**config.mk**
```make
export PLATFORM = sky130hd
export DESIGN_NAME = axe_axi_txn_limiter
export DESIGN_NICKNAME = d
export VERILOG_FILES = /design/src/rtl/axe_axi_txn_limiter.sv
export SDC_FILE = /design/constraint.sdc
export NUM_CORES = 1
export LEC_CHECK = 0
export BUFFER_PORTS_ARGS = -buffer_cell sky130_fd_sc_hd__clkbuf_2
export CORE_UTILIZATION = 32
export CTS_CLUSTER_DIAMETER = 120
export DETAILED_ROUTE_END_ITERATION = 16
export PLACE_DENSITY = 0.79
export SYNTH_ARGS = -nofsm -noshare
export SYNTH_HDL_FRONTEND = slang
export SYNTH_SLANG_ARGS = --single-unit
export TNS_END_PERCENT = 5
```
**constraint.sdc**
```tcl
create_clock -name i_clk -period 2.4 [get_ports i_clk]
set_input_delay 0.48 -clock i_clk [delete_from_list [all_inputs] [get_ports i_clk]]
set_output_delay 0.48 -clock i_clk [all_outputs]
set_load 0.01 [all_outputs]
```
**src/rtl/axe_axi_txn_limiter.sv**
```systemverilog
// rtl/axe_axi_txn_limiter.sv - outstanding AXI transaction limiter with block/drain gate
// Payloads pass through untouched; only AW/AR valid/ready are gated by count and i_block.
module axe_axi_txn_limiter #(
    parameter int unsigned MaxWrTxns = 8,
    parameter int unsigned MaxRdTxns = 8,
    parameter type axi_aw_t = logic,
    parameter type axi_w_t  = logic,
    parameter type axi_b_t  = logic,
    parameter type axi_ar_t = logic,
    parameter type axi_r_t  = struct packed { logic [31:0] data; logic last; },
    localparam int unsigned WrCntW = $clog2(MaxWrTxns + 1),
    localparam int unsigned RdCntW = $clog2(MaxRdTxns + 1)
) (
    input  logic              i_clk,
    input  logic              i_rst_n,
    input  axi_aw_t           i_axi_s_aw,
    input  logic              i_axi_s_aw_valid,
    output logic              o_axi_s_aw_ready,
    input  axi_w_t            i_axi_s_w,
    input  logic              i_axi_s_w_valid,
    output logic              o_axi_s_w_ready,
    input  axi_ar_t           i_axi_s_ar,
    input  logic              i_axi_s_ar_valid,
    output logic              o_axi_s_ar_ready,
    output axi_b_t            o_axi_s_b,
    output logic              o_axi_s_b_valid,
    input  logic              i_axi_s_b_ready,
    output axi_r_t            o_axi_s_r,
    output logic              o_axi_s_r_valid,
    input  logic              i_axi_s_r_ready,
    output axi_aw_t           o_axi_m_aw,
    output logic              o_axi_m_aw_valid,
    input  logic              i_axi_m_aw_ready,
    output axi_w_t            o_axi_m_w,
    output logic              o_axi_m_w_valid,
    input  logic              i_axi_m_w_ready,
    output axi_ar_t           o_axi_m_ar,
    output logic              o_axi_m_ar_valid,
    input  logic              i_axi_m_ar_ready,
    input  axi_b_t            i_axi_m_b,
    input  logic              i_axi_m_b_valid,
    output logic              o_axi_m_b_ready,
    input  axi_r_t            i_axi_m_r,
    input  logic              i_axi_m_r_valid,
    output logic              o_axi_m_r_ready,
    input  logic              i_block,
    output logic              o_idle,
    output logic [WrCntW-1:0] o_wr_outstanding,
    output logic [RdCntW-1:0] o_rd_outstanding,
    output logic              o_err_underflow,
    input  logic              i_err_clear
);

    logic [WrCntW-1:0] wr_cnt_q, wr_cnt_d;
    logic [RdCntW-1:0] rd_cnt_q, rd_cnt_d;
    logic              err_q, err_d;
    logic              wr_full, rd_full;
    logic              aw_hs, b_hs, ar_hs, r_last_hs;
    logic              wr_unf, rd_unf;

    assign wr_full = (wr_cnt_q == WrCntW'(MaxWrTxns));
    assign rd_full = (rd_cnt_q == RdCntW'(MaxRdTxns));

    assign o_axi_m_aw       = i_axi_s_aw;
    assign o_axi_m_aw_valid = i_axi_s_aw_valid & ~wr_full & ~i_block;
    assign o_axi_s_aw_ready = i_axi_m_aw_ready & ~wr_full & ~i_block;
    assign o_axi_m_ar       = i_axi_s_ar;
    assign o_axi_m_ar_valid = i_axi_s_ar_valid & ~rd_full & ~i_block;
    assign o_axi_s_ar_ready = i_axi_m_ar_ready & ~rd_full & ~i_block;

    // W is deliberately ungated so W-before-AW ordering stays legal.
    assign o_axi_m_w       = i_axi_s_w;
    assign o_axi_m_w_valid = i_axi_s_w_valid;
    assign o_axi_s_w_ready = i_axi_m_w_ready;
    assign o_axi_s_b       = i_axi_m_b;
    assign o_axi_s_b_valid = i_axi_m_b_valid;
    assign o_axi_m_b_ready = i_axi_s_b_ready;
    assign o_axi_s_r       = i_axi_m_r;
    assign o_axi_s_r_valid = i_axi_m_r_valid;
    assign o_axi_m_r_ready = i_axi_s_r_ready;

    assign aw_hs     = o_axi_m_aw_valid & i_axi_m_aw_ready;
    assign b_hs      = i_axi_m_b_valid & o_axi_m_b_ready;
    assign ar_hs     = o_axi_m_ar_valid & i_axi_m_ar_ready;
    // Referencing .last makes a missing last field an elaboration error.
    assign r_last_hs = i_axi_m_r_valid & o_axi_m_r_ready & i_axi_m_r.last;

    always_comb begin
        wr_cnt_d = wr_cnt_q;
        rd_cnt_d = rd_cnt_q;
        wr_unf   = 1'b0;
        rd_unf   = 1'b0;
        if (aw_hs && !b_hs) begin
            wr_cnt_d = wr_cnt_q + WrCntW'(1);
        end else if (b_hs && !aw_hs) begin
            if (wr_cnt_q == '0) wr_unf = 1'b1;
            else                wr_cnt_d = wr_cnt_q - WrCntW'(1);
        end
        if (ar_hs && !r_last_hs) begin
            rd_cnt_d = rd_cnt_q + RdCntW'(1);
        end else if (r_last_hs && !ar_hs) begin
            if (rd_cnt_q == '0) rd_unf = 1'b1;
            else                rd_cnt_d = rd_cnt_q - RdCntW'(1);
        end
        err_d = wr_unf | rd_unf | (err_q & ~i_err_clear);
    end

    always_ff @(posedge i_clk or negedge i_rst_n) begin
        if (!i_rst_n) begin
            wr_cnt_q <= '0;
            rd_cnt_q <= '0;
            err_q    <= 1'b0;
        end else begin
            wr_cnt_q <= wr_cnt_d;
            rd_cnt_q <= rd_cnt_d;
            err_q    <= err_d;
        end
    end

    assign o_wr_outstanding = wr_cnt_q;
    assign o_rd_outstanding = rd_cnt_q;
    assign o_err_underflow  = err_q;
    assign o_idle           = i_block & (wr_cnt_q == '0) & (rd_cnt_q == '0);

    a_aw_stable: assert property (@(posedge i_clk) disable iff (!i_rst_n)
        o_axi_m_aw_valid && !i_axi_m_aw_ready |=> $stable(o_axi_m_aw));
    a_w_stable: assert property (@(posedge i_clk) disable iff (!i_rst_n)
        o_axi_m_w_valid && !i_axi_m_w_ready |=> $stable(o_axi_m_w));
    a_ar_stable: assert property (@(posedge i_clk) disable iff (!i_rst_n)
        o_axi_m_ar_valid && !i_axi_m_ar_ready |=> $stable(o_axi_m_ar));
    a_wr_max: assert property (@(posedge i_clk) disable iff (!i_rst_n)
        !(wr_cnt_q > WrCntW'(MaxWrTxns)));
    a_rd_max: assert property (@(posedge i_clk) disable iff (!i_rst_n)
        !(rd_cnt_q > RdCntW'(MaxRdTxns)));

endmodule
```
---- After elaboration in Yosys (flattened, before gate mapping) ----
Cells that the tools add are included.
word-level totals
  register bits after elaboration ......... 9
  input bits .............................. 51
  output and inout port bits .............. 57
  word-level logic and storage cells ...... 59
operators by class
  add/sub/neg operators ................... 4
  eq/ne operators ......................... 4
  multiplexer cells ....................... 12
  bitwise operators ....................... 22
  reductions and logical operators ........ 14
operators by type and width
  operator               count
  $mux W4                6
  $and A1 B1 Y1          16
  $add A4 B1 Y4 const B  2
  $eq A4 B4 Y1 const B   2
  $logic_not A4 Y1       2
  $sub A4 B1 Y4 const B  2
  $mux W1                6
  $logic_and A1 B1 Y1    4
  $logic_not A1 Y1       4
  $ne A2 B2 Y1 const B   2
  $not A1 Y1             4
  $reduce_and A2 Y1      2
  $reduce_bool A2 Y1     2
  $or A1 B1 Y1           2

---- Depth between registers and ports, before layout ----
Gate-level depths: netlist of run 1.
  depth in word-level cells ............... 11
  gate-level depth with buffers ........... 11
  mapped depth without buffers ............ 11

---- Worst setup path after synthesis of run 1 ----
No wires, ideal clock.
  path kind ............................... register to register
  start point ............................. reg wr_cnt_q[0], in the netlist o_wr_outstanding[0]
  end point ............................... reg wr_cnt_q[3], in the netlist o_wr_outstanding[3]
  library setup time ...................... 0.121 ns
  arrival ................................. 2.477 ns
  required time ........................... 2.279 ns
  setup slack ............................. -0.198 ns
  cell stages (with the launch flop) ...... 12
  buffers on the path ..................... 0
  period minus slack after synthesis ...... 2.598 ns
  path through ............................ dfrtp_1 -> nor3_2 -> nand2_1 -> nand2_1 -> nor2_1 -> ha_1 -> inv_1 -> ha_1 -> a21o_1 -> a21oi_1 -> mux2_2 -> a22o_1
between the ends
  cells in the longest elaborated chain, start to end .. 9
  elaborated cells on any way between the ends .. 17
  those cells by class .................... add/sub: 2; eq/ne: 2; mux: 3; bitwise: 4; reduce/logical: 6
RTL lines
  what                          line  source
  start, declared               54    logic [WrCntW-1:0] wr_cnt_q, wr_cnt_d;
  start signal, assigned        114   wr_cnt_q <= wr_cnt_d;
  $eq A4 B4 Y1                  61    assign wr_full = (wr_cnt_q == WrCntW'(MaxWrTxns));
  $not A1 Y1                    65    assign o_axi_m_aw_valid = i_axi_s_aw_valid & ~wr_full & ~i_block;
  $and A1 B1 Y1 (2 in a row)    65
  $and A1 B1 Y1                 82    assign aw_hs = o_axi_m_aw_valid & i_axi_m_aw_ready;
  $logic_not A1 Y1              95    end else if (b_hs && !aw_hs) begin
  $logic_and A1 B1 Y1           95
  $reduce_bool A2 Y1 (no line)  n/a
  $reduce_and A2 Y1 (no line)   n/a
Several ways; a longest one is shown, not always the timed one. The select of a mux whose other input is x is not followed.
A chain may end at the register's enable or synchronous reset.

---- Worst setup path after layout of run 1 ----
  start point ............................. reg rd_cnt_q[3], in the netlist o_rd_outstanding[3]
  end point ............................... reg rd_cnt_q[3], in the netlist o_rd_outstanding[3]
between the ends
  cells in the longest elaborated chain, start to end .. 9
  elaborated cells on any way between the ends .. 17
  those cells by class .................... add/sub: 2; eq/ne: 2; mux: 3; bitwise: 4; reduce/logical: 6
RTL lines
  what                          line  source
  start, declared               55    logic [RdCntW-1:0] rd_cnt_q, rd_cnt_d;
  start signal, assigned        115   rd_cnt_q <= rd_cnt_d;
  $eq A4 B4 Y1                  62    assign rd_full = (rd_cnt_q == RdCntW'(MaxRdTxns));
  $not A1 Y1                    68    assign o_axi_m_ar_valid = i_axi_s_ar_valid & ~rd_full & ~i_block;
  $and A1 B1 Y1 (2 in a row)    68
  $and A1 B1 Y1                 84    assign ar_hs = o_axi_m_ar_valid & i_axi_m_ar_ready;
  $logic_not A1 Y1              101   end else if (r_last_hs && !ar_hs) begin
  $logic_and A1 B1 Y1           101
  $reduce_bool A2 Y1 (no line)  n/a
  $reduce_and A2 Y1 (no line)   n/a
Several ways; a longest one is shown, not always the timed one. The select of a mux whose other input is x is not followed.

==> qor_table.md, run 1 <==
| Result | Reported | Unit |
| --- | --- | --- |
| Fmax | 0.4408 | GHz |
| Initial standard-cell utilization of the core | 0.3373 | - |
| Leading cell types by total area after synthesis | buf_4, dfrtp_1, ha_1 | - |
| Worst min path class | primary input to asynchronous set/reset pin | - |
| Largest net degree at the start of global routing | 10 | - |
| Top cell type's share of synthesized area | 0.3135 | - |
| Final setup TNS | 0 | ns |
| Remaining number of nets flagged by the antenna check after routing | 0 | - |
| Power per cell area | 1064 | nW/um2 |
| CP Data Arrival Time | 2.41 | ns |
| Unrepaired setup endpoints after global routing | true | - |
| Standard cell area after detailed placement | 1030 | um2 |
| Area of the mapped netlist | 1030 | um2 |
| Max Clock Skew | 0.002216 | ns |
| Largest buffer count on any clock path | 2 | - |
| Total Nets Final | 187 | - |
| Total overflow reported by the global router | 0 | - |
| Placeable core region | 3053 | um2 |
| Die Area | 3449 | um2 |
| Share of async-settable or async-resettable flops after synthesis | 1.000 | - |
| Timing startpoint of the critical path | o_rd_outstanding[3]$_DFFE_PN0P_ | - |
| Final non-filler cell area | 1121 | um2 |
| Start-to-end type of the worst setup path | register to register | - |
| Routed Wire Length | 1883 | um |
| Category of the worst setup path capture point | register | - |
| Number of hold buffers added after CTS | 0 | - |
| Seq/Total Area, Yosys | 0.2187 | - |
| Number of rows in the core area | 20 | - |
| Vert. Die Dim | 58.73 | um |
| Number of antenna violations at the first check in global routing | 0 | - |
| Last weighted congestion value of the routability-driven placer | 0.7886 | - |
| DRT Pass-1 Iters | 3 | - |
| Number of synthesized flops with an enable pin | 0 | - |
| Final setup fails | 0 | - |
| Worst-case headroom to the max-slew limit | 0.7808 | - |
| Clock tree from TritonCTS | yes | - |
| Final routed wire length divided by cell count | 11.14 | um |
| Launching element type of the critical path | register | - |
| Number of global-route vias before repair | 693 | - |
| Register bit total from synthesis | 9 | - |
| Crit Reg-Reg Startpoint | o_rd_outstanding[3]$_DFFE_PN0P_ | - |
| Total count of max-transition violations in the final report | 0 | - |
| I/O pin count | 108 | - |
| Proportion of layout cells with a drive suffix above 1 | 0.5680 | - |
| Total of warnings raised by yosys | 0 | - |
| HPWL after detailed placement | 1515 | um |
| Overall routing resource usage | 0.1127 | - |
| Register-to-Register Path Depth | 12 | - |
| Slew @ Worst Pin | 0.3288 | ns |
| Clock buffers created by TritonCTS | 3 | - |
| Post-route minimum period | 2.268 | ns |
| Number of inserted diodes | 0 | - |
| Tcrit/Tclk final | 0.9452 | - |
| Req. time, crit path | 2.54 | ns |
| Clock transition at the register clock pins on the worst setup and hold paths after CTS | 0.07 | ns |
| Commonest register cell after synthesis | dfrtp_1 | - |
| Vias | 748 | - |
| Layout-stage area growth over the synthesis result | 8.870 | % |
| Htree depth | 1 | - |
| Number of instances in the synthesized netlist | 118 | - |
| # DRC | 0 | - |
| Total power after layout | 1.192 | mW |
| Worst IR drop on VDD | 306.9 | uV |
| Final hold violation count | 0 | - |
| Floorplan die width | 58.73 | um |
| Number of DRC markers after the initial detailed-route iteration | 5 | - |
| Static Leak | 0.5563 | nW |
| Result of the run | finished, final reports clean | - |
| Synthesized Nets | 179 | - |
| Peak fanout along the critical path | 4 | - |
| Number of vias per cell | 4.426 | - |
| Average cell area after synthesis | 8.727 | um2 |
| Post-synth cell types | 31 | - |
| Latest clock arrival within the worst-skew pair | 0.26 | ns |
| CTS sink cnt | 9 | - |
| # port buffers | 31 | - |
| Clock Root Buffer | clkbuf_4 | - |
| Most area-hungry cell type in the Yosys netlist | buf_4 | - |
| Global-route wire length before repair | 2980 | um |
| Max_cap viols | 0 | - |
## metrics by stage
| step | hold WS, ns | instances | util | setup slack, ns |
|---|---|---|---|---|
| 2_1_floorplan | 0.1844 | 118 | - | 0.004382 |
| 3_3_place_gp | 0.3538 | 163 | 0.3373 | 0.03603 |
| 3_5_place_dp | 0.3597 | 163 | 0.3373 | -0.001481 |
| 4_1_cts | 0.07669 | 167 | 0.3463 | 0.03758 |
| 5_1_grt | 0.08287 | 169 | 0.3672 | -0.00008504 |
| 6_report | 0.07420 | 169 | 0.3672 | 0.1316 |
## synth_stat cells, types with 2 or more instances
cell     count
a21oi_1      6
buf_4       43
dfrtp_1      9
fa_1         2
ha_1         8
inv_1        5
nand2_1      8
nand3_1      3
nor2_1       8
nor3b_1      2
xnor2_1      3
xor2_1       2
## routing by layer
layer / part of all wire / track usage / vias up
met4: 0.0032 / 0.03741 / 0
met5: 0 / 0 / -
met2: 0.48 / 0.1851 / 31
li1: - / - / 362
met3: 0.11 / 0.05055 / 2
met1: 0.41 / 0.1301 / 353
## cells by family after synthesis
logic type	Yosys count	share of synthesized area
buffers and inverters	48	0.3317
AND/OR/NAND/NOR	32	0.1701
AO/OA/AOI/OAI	11	0.06563
adder cells (fa/ha/maj)	10	0.1361
flip-flops	9	0.2187
XOR/XNOR	5	0.04254
multiplexers	3	0.03523
## worst max-delay path, stage by stage (launching register included)
cell and delay, ns:
dfrtp_1 0.38, nor4b_2 0.16, buf_4 0.13, nor3b_2 0.19
and2_4 0.17, ha_2 0.18, inv_1 0.06, buf_4 0.15
ha_4 0.26, nand3_2 0.08, a211oi_2 0.17, a31oi_1 0.07
xnor2_1 0.14
## cell type report
class                      count  area [um2]
fill                         328        1932
timing repair buffer          46       267.8
inverter                       5       18.77
clock buffer                   3       22.52
clock inverter                 1       5.005
tap                           44       55.05
multi-input combinational     61       524.3
sequential                     9       227.7
## sequential cells by signal (all words and copies together), names as in the netlist
register          count
o_err_underflow       1
o_wr_outstanding      4
o_rd_outstanding      4
## cells in the final DEF (no fill, tap or decap), drive strengths merged, types with 2 or more instances in the layout
cell / count
xor2: 2
buf: 15
nand2: 8
nor2: 9
nor3b: 2
a21oi: 6
mux2: 2
ha: 8
fa: 2
and2: 2
nor3: 2
xnor2: 3
clkbuf: 34
nand3: 3
inv: 5
dfrtp: 9
## where the power goes
group	switching [mW]	internal [mW]	leakage, nW
Combinational	0.382	0.411	0.431
Clock	0.0555	0.0614	0.0177
Sequential	0.0552	0.227	0.107
## final timing paths
| kind | to | slack (ns) |
|---|---|---|
| worst max-delay path | o_rd_outstanding[3]$_DFFE_PN0P_ | 0.13 |
| worst min-delay path | o_wr_outstanding[3]$_DFFE_PN0P_ | 0.07 |
| worst max register to register | o_rd_outstanding[3]$_DFFE_PN0P_ | 0.13 |
| worst min register to register | o_rd_outstanding[3]$_DFFE_PN0P_ | 0.60 |
| max in group asynchronous | o_wr_outstanding[2]$_DFFE_PN0P_ | 2.11 |
| min in group i_clk | o_err_underflow$_DFF_PN0_ | 0.55 |
## timing repair
item                                    CTS  global route
gates resized for setup                   0            10
endpoints found under the hold margin     0             0
endpoints found under the setup margin    0             2
setup buffers                             0             2
Power figures use the tool's default switching activity.
==> run 2, diff against run 1 <==
--- a/config.mk
+++ b/config.mk
@@ -5,12 +5,14 @@
 export SDC_FILE = /design/constraint.sdc
 export NUM_CORES = 1
 export LEC_CHECK = 0
+export ABC_AREA = 1
 export BUFFER_PORTS_ARGS = -buffer_cell sky130_fd_sc_hd__clkbuf_2
-export CORE_UTILIZATION = 32
+export CELL_PAD_IN_SITES_DETAIL_PLACEMENT = 0
+export CELL_PAD_IN_SITES_GLOBAL_PLACEMENT = 1
+export CORE_UTILIZATION = 21
 export CTS_CLUSTER_DIAMETER = 120
 export DETAILED_ROUTE_END_ITERATION = 16
-export PLACE_DENSITY = 0.79
+export PLACE_DENSITY = 0.8
 export SYNTH_ARGS = -nofsm -noshare
 export SYNTH_HDL_FRONTEND = slang
 export SYNTH_SLANG_ARGS = --single-unit
-export TNS_END_PERCENT = 5
==> qor_table.md, run 2 <==
| Result | Reported | Unit |
| --- | --- | --- |
| Result of the run | finished, final reports clean | - |
| Latest clock arrival within the worst-skew pair | 0.23 | ns |
| Ranking of synthesized cells by instance count | buf_4, nand2_1, inv_1, dfrtp_1, ha_1 | - |
| Last weighted congestion value of the routability-driven placer | 0.7497 | - |
| Internal Power | 0.6230 | mW |
| Worst stage delay on the critical path | 0.44 | ns |
| Total count of max-transition violations in the final report | 0 | - |
| Part of the power in the clock network | 0.149 | - |
| CP Data Arrival Time | 2.27 | ns |
| Req. time, crit path | 2.52 | ns |
| Worst setup endpoint | o_wr_outstanding[3]$_DFFE_PN0P_ | - |
| HPWL after detailed placement | 1611 | um |
| Die Area | 5549 | um2 |
| Tcrit/Tclk final | 0.8952 | - |
| Floorplan die width | 74.49 | um |
| Unrepaired setup endpoints after global routing | false | - |
| Worst IR drop on VDD | 256.3 | uV |
| Number of inserted diodes | 0 | - |
| Number of vias per cell | 3.615 | - |
| Most frequent standard cell in the layout excluding fill and tap cells | nand2_1 | - |
| Final hold violation count | 0 | - |
| Worst R2R End | o_wr_outstanding[3]$_DFFE_PN0P_ | - |
| Number of hold buffers added after CTS | 0 | - |
| Max Clock Skew | 0.0004914 | ns |
| Global-route wire length before repair | 3153 | um |
| Worst path cell trace | inv_1 -> nor2_1 -> nand2_1 -> nand2_1 -> nor2_2 -> nand2_2 -> inv_2 -> ha_1 -> inv_1 -> ha_1 -> or2_1 -> nand3_1 -> nand2_1 -> nand2_1 -> nand2_1 | - |
| Vias | 770 | - |
| Worst Setup Slack post-DPL | 0.2223 | ns |
| Share of the core filled with cells | 0.2135 | - |
| Leading cell types by total area after synthesis | buf_4, dfrtp_1, nand2_1 | - |
| Register bit total from synthesis | 9 | - |
| Placeable core region | 5075 | um2 |
| Overall routing resource usage | 0.07629 | - |
| Final setup TNS | 0 | ns |
| Clock buffers created by TritonCTS | 3 | - |
| Fraction of power spent switching nets | 0.4589 | - |
| Average cell area after synthesis | 7.406 | um2 |
| CP Buf/Inv Count | 3 | - |
| Clock transition at the register clock pins on the worst setup and hold paths after CTS | 0.04 | ns |
| Area of the mapped netlist | 1104 | um2 |
| Standard cell area after detailed placement | 1039 | um2 |
| Number of DRC markers after the initial detailed-route iteration | 24 | - |
| Cts repair resizes | 0 | - |
| Seq/Total Area, Yosys | 0.2041 | - |
| Worst-case headroom to the max-slew limit | 0.8433 | - |
| Launching element type of the critical path | register | - |
| Share of async-settable or async-resettable flops after synthesis | 1.000 | - |
| # DRC | 0 | - |
| I/O pin count | 108 | - |
| Number of instances in the synthesized netlist | 149 | - |
| # port buffers | 31 | - |
| Final routed wire length divided by cell count | 8.789 | um |
| CTS sink cnt | 9 | - |
| Post-route minimum period | 2.148 | ns |
| Number of filler instances in the final layout | 604 | - |
| FF-to-FF setup slack | 0.25 | ns |
| Number of synthesized flops with an enable pin | 0 | - |
| Routed Wire Length | 1872 | um |
| Power per cell area | 1063 | nW/um2 |
| Post-CTS Setup Bufs | 0 | - |
| Slowest CP cell | dfrtp_1 | - |
| Category of the worst setup path capture point | register | - |
| Proportion of layout cells with a drive suffix above 1 | 0.3706 | - |
| Switching power | 0.5284 | mW |
| Layout-stage area growth over the synthesis result | -1.814 | % |
| Total overflow reported by the global router | 0 | - |
| Htree depth | 1 | - |
| Min Hold Slack | 0.1023 | ns |
| Slew @ Worst Pin | 0.2351 | ns |
| Most area-hungry cell type in the Yosys netlist | buf_4 | - |
| Worst min path class | primary input to asynchronous set/reset pin | - |
| Stages on worst setup path | 15 | - |
| DRT Pass-1 Iters | 4 | - |
| Initial standard-cell utilization of the core | 0.2175 | - |
| Clock Root Buffer | clkbuf_8 | - |
| Clock tree from TritonCTS | yes | - |
| Largest buffer count on any clock path | 2 | - |
| Total of warnings raised by yosys | 0 | - |
| Crit Reg-Reg Startpoint | o_wr_outstanding[3]$_DFFE_PN0P_ | - |
| CP most frequent cell | nand2_1 | - |
| Most used cells in the layout excluding fill and tap cells | nand2_1, clkbuf_2, inv_1, dfrtp_1, ha_1 | - |
| Part of the power in combinational logic | 0.552 | - |
| Post-route setup slack | 0.2516 | ns |
| Synthesized Nets | 210 | - |
| Timing startpoint of the critical path | o_wr_outstanding[3]$_DFFE_PN0P_ | - |
| Final setup fails | 0 | - |
| Total Nets Final | 205 | - |
| Number of global-route vias before repair | 724 | - |
| Final non-filler cell area | 1084 | um2 |
| Remaining number of nets flagged by the antenna check after routing | 0 | - |
| Gate family responsible for the most delay along the worst path | simple AND/OR/NAND/NOR gates | - |
| Max_cap viols | 0 | - |
| Peak fanout along the critical path | 6 | - |
| Post-synth cell types | 19 | - |
| Number of rows in the core area | 26 | - |
| Vert. Die Dim | 74.49 | um |
| Static Leak | 0.5976 | nW |
| Top cell type's share of synthesized area | 0.2925 | - |
| Sequential fraction of design power | 0.299 | - |
| Largest net degree at the start of global routing | 10 | - |
| Fmax | 0.4655 | GHz |
| Start-to-end type of the worst setup path | register to register | - |
| Register-to-Register Path Depth | 15 | - |
| Most instantiated library cell after synthesis | buf_4 | - |
| Commonest register cell after synthesis | dfrtp_1 | - |
| Number of antenna violations at the first check in global routing | 0 | - |
==> run 2: changes by cell type after synthesis, sizes merged, moves of 2 or more <==
cell,delta
nand3,+3
mux2,-2
o21ai,+2
nor3,-2
nand4,+2
inv,+10
nor2,+4
xor2,-2
a21oi,-6
nor3b,-2
and2,-2
nand2,+34
==> run 2: worst register-to-register path, cell delays in order, from the launching register on <==
cell,delay [ns]
dfrtp_1,0.44
inv_1,0.08
nor2_1,0.09
nand2_1,0.07
nand2_1,0.07
nor2_2,0.05
nand2_2,0.07
inv_2,0.03
ha_1,0.19
inv_1,0.18
ha_1,0.29
or2_1,0.25
nand3_1,0.08
nand2_1,0.05
nand2_1,0.05
nand2_1,0.05
==> run 2: per-stage QoR <==
stage | total power, mW | cells
after floorplan | 0.8444 | 149
after global placement | 0.9936 | 209
after detailed placement | 0.9978 | 209
after CTS | 1.180 | 213
after global routing | 1.306 | 213
final | 1.151 | 213
==> run 2: logic make-up after synthesis <==
group,Yosys count,share of synthesized area
buf+inv,58,0.3435
compound gates,3,0.01588
xor+xnor,4,0.03174
simple gates,65,0.2778
flops,9,0.2041
fa+ha+maj,10,0.1270
==> run 2: cell type report <==
| class | instances | area (um2) | share of cell area |
|---|---|---|---|
| clock buffers | 4 | 45.04 | 0.04157 |
| inverters | 15 | 56.30 | 0.05196 |
| multi-input cells | 82 | 499.2 | 0.4607 |
| flip-flops and latches | 9 | 225.2 | 0.2079 |
| well taps | 70 | 87.58 | 0.08083 |
| repair buffers | 33 | 170.2 | 0.1570 |
==> run 2: worst min path at each step <==
stage | start | end | cells after the start
final | i_rst_n | o_wr_outstanding[2]$_DFFE_PN0P_ | 1
after global routing | i_rst_n | o_wr_outstanding[0]$_DFFE_PN0P_ | 1
after CTS | i_rst_n | o_rd_outstanding[1]$_DFFE_PN0P_ | 1
after detailed placement | i_rst_n | o_rd_outstanding[1]$_DFFE_PN0P_ | 1
after global placement | i_rst_n | o_wr_outstanding[1]$_DFFE_PN0P_ | 1
after floorplan | i_rst_n | o_err_underflow$_DFF_PN0_ | 0
==> run 2: per-layer routing <==
layer  global-route usage  vias up  wire (um)
met1              0.08546      341        774
met4              0.05031        0         44
met3              0.02710        5        162
li1                     -      404          -
met2               0.1221       20        890
met5                    0        -          0
==> run 2: power by group through the flow <==
stage	clock (mW)	sequential [mW]	combinational (mW)
after floorplan	0	0.354	0.490
after global placement	0	0.350	0.644
after detailed placement	0	0.350	0.648
after CTS	0.181	0.348	0.651
after global routing	0.186	0.365	0.754
final	0.172	0.344	0.636
==> run 3, diff against run 2 <==
--- a/config.mk
+++ b/config.mk
@@ -7,12 +7,13 @@
 export LEC_CHECK = 0
 export ABC_AREA = 1
 export BUFFER_PORTS_ARGS = -buffer_cell sky130_fd_sc_hd__clkbuf_2
+export CAP_MARGIN = 10
 export CELL_PAD_IN_SITES_DETAIL_PLACEMENT = 0
 export CELL_PAD_IN_SITES_GLOBAL_PLACEMENT = 1
-export CORE_UTILIZATION = 21
+export CORE_UTILIZATION = 25
 export CTS_CLUSTER_DIAMETER = 120
 export DETAILED_ROUTE_END_ITERATION = 16
-export PLACE_DENSITY = 0.8
+export PLACE_DENSITY = 0.89
 export SYNTH_ARGS = -nofsm -noshare
 export SYNTH_HDL_FRONTEND = slang
 export SYNTH_SLANG_ARGS = --single-unit
==> constraint.sdc (replaced) <==
create_clock -name i_clk -period 2.6 [get_ports i_clk]
set_input_delay 0.52 -clock i_clk [delete_from_list [all_inputs] [get_ports i_clk]]
set_output_delay 0.52 -clock i_clk [all_outputs]
set_load 0.01 [all_outputs]
==> qor_table.md, run 3 (synthesis results as in run 2) <==
| Result | Reported | Unit |
| --- | --- | --- |
| Vias | 747 | - |
| Peak fanout along the critical path | 6 | - |
| Gate family responsible for the most delay along the worst path | simple AND/OR/NAND/NOR gates | - |
| Share of the core filled with cells | 0.2536 | - |
| HPWL after detailed placement | 1602 | um |
| Tcrit/Tclk final | 0.8893 | - |
| Floorplan die width | 68.44 | um |
| Remaining number of nets flagged by the antenna check after routing | 0 | - |
| Result of the run | finished, final reports clean | - |
| Total power after layout | 1.057 | mW |
| Htree depth | 1 | - |
| Number of global-route vias before repair | 667 | - |
| Final hold violation count | 0 | - |
| CP most frequent cell | nand2_1 | - |
| I/O pin count | 108 | - |
| DRT Pass-1 Iters | 4 | - |
| Post-route minimum period | 2.312 | ns |
| Power per cell area | 1013 | nW/um2 |
| FF-to-FF setup slack | 0.29 | ns |
| Clock buffers created by TritonCTS | 3 | - |
| CP Buf/Inv Count | 2 | - |
| Worst-case headroom to the max-slew limit | 0.8286 | - |
| Number of DRC markers after the initial detailed-route iteration | 17 | - |
| Proportion of layout cells with a drive suffix above 1 | 0.3617 | - |
| Number of vias per cell | 3.911 | - |
| Worst IR drop on VDD | 205.6 | uV |
| Worst stage delay on the critical path | 0.46 | ns |
| Post-CTS Setup Bufs | 0 | - |
| CP Data Arrival Time | 2.44 | ns |
| Final setup TNS | 0 | ns |
| Start-to-end type of the worst setup path | register to register | - |
| Launching element type of the critical path | register | - |
| Total overflow reported by the global router | 0 | - |
| Most frequent standard cell in the layout excluding fill and tap cells | nand2_1 | - |
| Placeable core region | 4115 | um2 |
| Worst path cell trace | nor2_2 -> nand2_1 -> nand2_1 -> nor2_2 -> nand2_2 -> inv_2 -> ha_1 -> inv_1 -> ha_1 -> or2_2 -> nand3_1 -> nand2_1 -> nand2_1 -> nand2_1 | - |
| Last weighted congestion value of the routability-driven placer | 0.7668 | - |
| Number of rows in the core area | 23 | - |
| Number of inserted diodes | 0 | - |
| Number of antenna violations at the first check in global routing | 0 | - |
| Die Area | 4684 | um2 |
| Largest net degree at the start of global routing | 10 | - |
| Largest buffer count on any clock path | 2 | - |
| Vert. Die Dim | 68.44 | um |
| Total Nets Final | 203 | - |
| Layout-stage area growth over the synthesis result | -5.442 | % |
| # DRC | 0 | - |
| Req. time, crit path | 2.73 | ns |
| Total count of max-transition violations in the final report | 0 | - |
| Final setup fails | 0 | - |
| Global-route wire length before repair | 3049 | um |
| Static Leak | 0.5883 | nW |
| Cts repair resizes | 0 | - |
| CTS sink cnt | 9 | - |
| Max Clock Skew | 0.001318 | ns |
| Routed Wire Length | 1905 | um |
| Clock tree from TritonCTS | yes | - |
| Number of hold buffers added after CTS | 0 | - |
| Slew @ Worst Pin | 0.2571 | ns |
| Category of the worst setup path capture point | register | - |
| Clock transition at the register clock pins on the worst setup and hold paths after CTS | 0.05 | ns |
| Latest clock arrival within the worst-skew pair | 0.23 | ns |
| Final routed wire length divided by cell count | 9.974 | um |
| Max_cap viols | 0 | - |
| # port buffers | 31 | - |
| Fmax | 0.4325 | GHz |
| Min Hold Slack | 0.1306 | ns |
| Most used cells in the layout excluding fill and tap cells | nand2_1, clkbuf_2, inv_1, dfrtp_1, ha_1 | - |
| Clock Root Buffer | clkbuf_8 | - |
| Worst min path class | primary input to asynchronous set/reset pin | - |
| Unrepaired setup endpoints after global routing | false | - |
| Slowest CP cell | dfrtp_1 | - |
| Initial standard-cell utilization of the core | 0.2682 | - |
| Overall routing resource usage | 0.09141 | - |
run 3: changes by cell type in the layout (fill, tap and decap cells not counted):
| cell | change |
|---|---|
| buf_4 | -2 |
run 3: per-stage QoR:
stage	worst slack (ns)	cell area, um2	cells
final	0.2879	1044	191
after global routing	0.03101	1044	191
after CTS	0.2604	1044	191
after detailed placement	0.2716	998.5	187
after global placement	0.3126	998.5	187
after floorplan	0.4394	1104	149
run 3: metal layers:
layer,up-vias,part of all wire,track usage
met3,4,0.090,0.03500
li1,398,-,-
met4,0,0.015,0.05208
met5,-,0,0
met1,323,0.45,0.1184
met2,22,0.44,0.1275
run 3: power by group:
part / switching [mW] / leakage (nW) / internal (mW)
logic: 0.322 / 0.454 / 0.251
registers: 0.114 / 0.112 / 0.206
clock network: 0.0578 / 0.0228 / 0.107
total: 0.493 / 0.588 / 0.564
run 3: area by class of cell:
class	instances	area [um2]
well taps	50	62.56
inverters	15	56.30
repair buffers	31	155.1
clock buffers	4	45.04
multi-input cells	82	499.2
flip-flops and latches	9	225.2
fillers	470	3072
run 3: path summary, 6_finish.rpt:
check                                                start                               to  depth (start not counted)
max reg2reg                o_rd_outstanding[0]$_DFFE_PN0P_  o_rd_outstanding[3]$_DFFE_PN0P_                         14
min reg2reg                      o_err_underflow$_DFF_PN0_        o_err_underflow$_DFF_PN0_                          2
min                                                i_rst_n  o_rd_outstanding[2]$_DFFE_PN0P_                          1
max                        o_rd_outstanding[0]$_DFFE_PN0P_  o_rd_outstanding[3]$_DFFE_PN0P_                         14
min in group i_clk                             i_err_clear        o_err_underflow$_DFF_PN0_                          2
max in group asynchronous                          i_rst_n  o_wr_outstanding[0]$_DFFE_PN0P_                          1
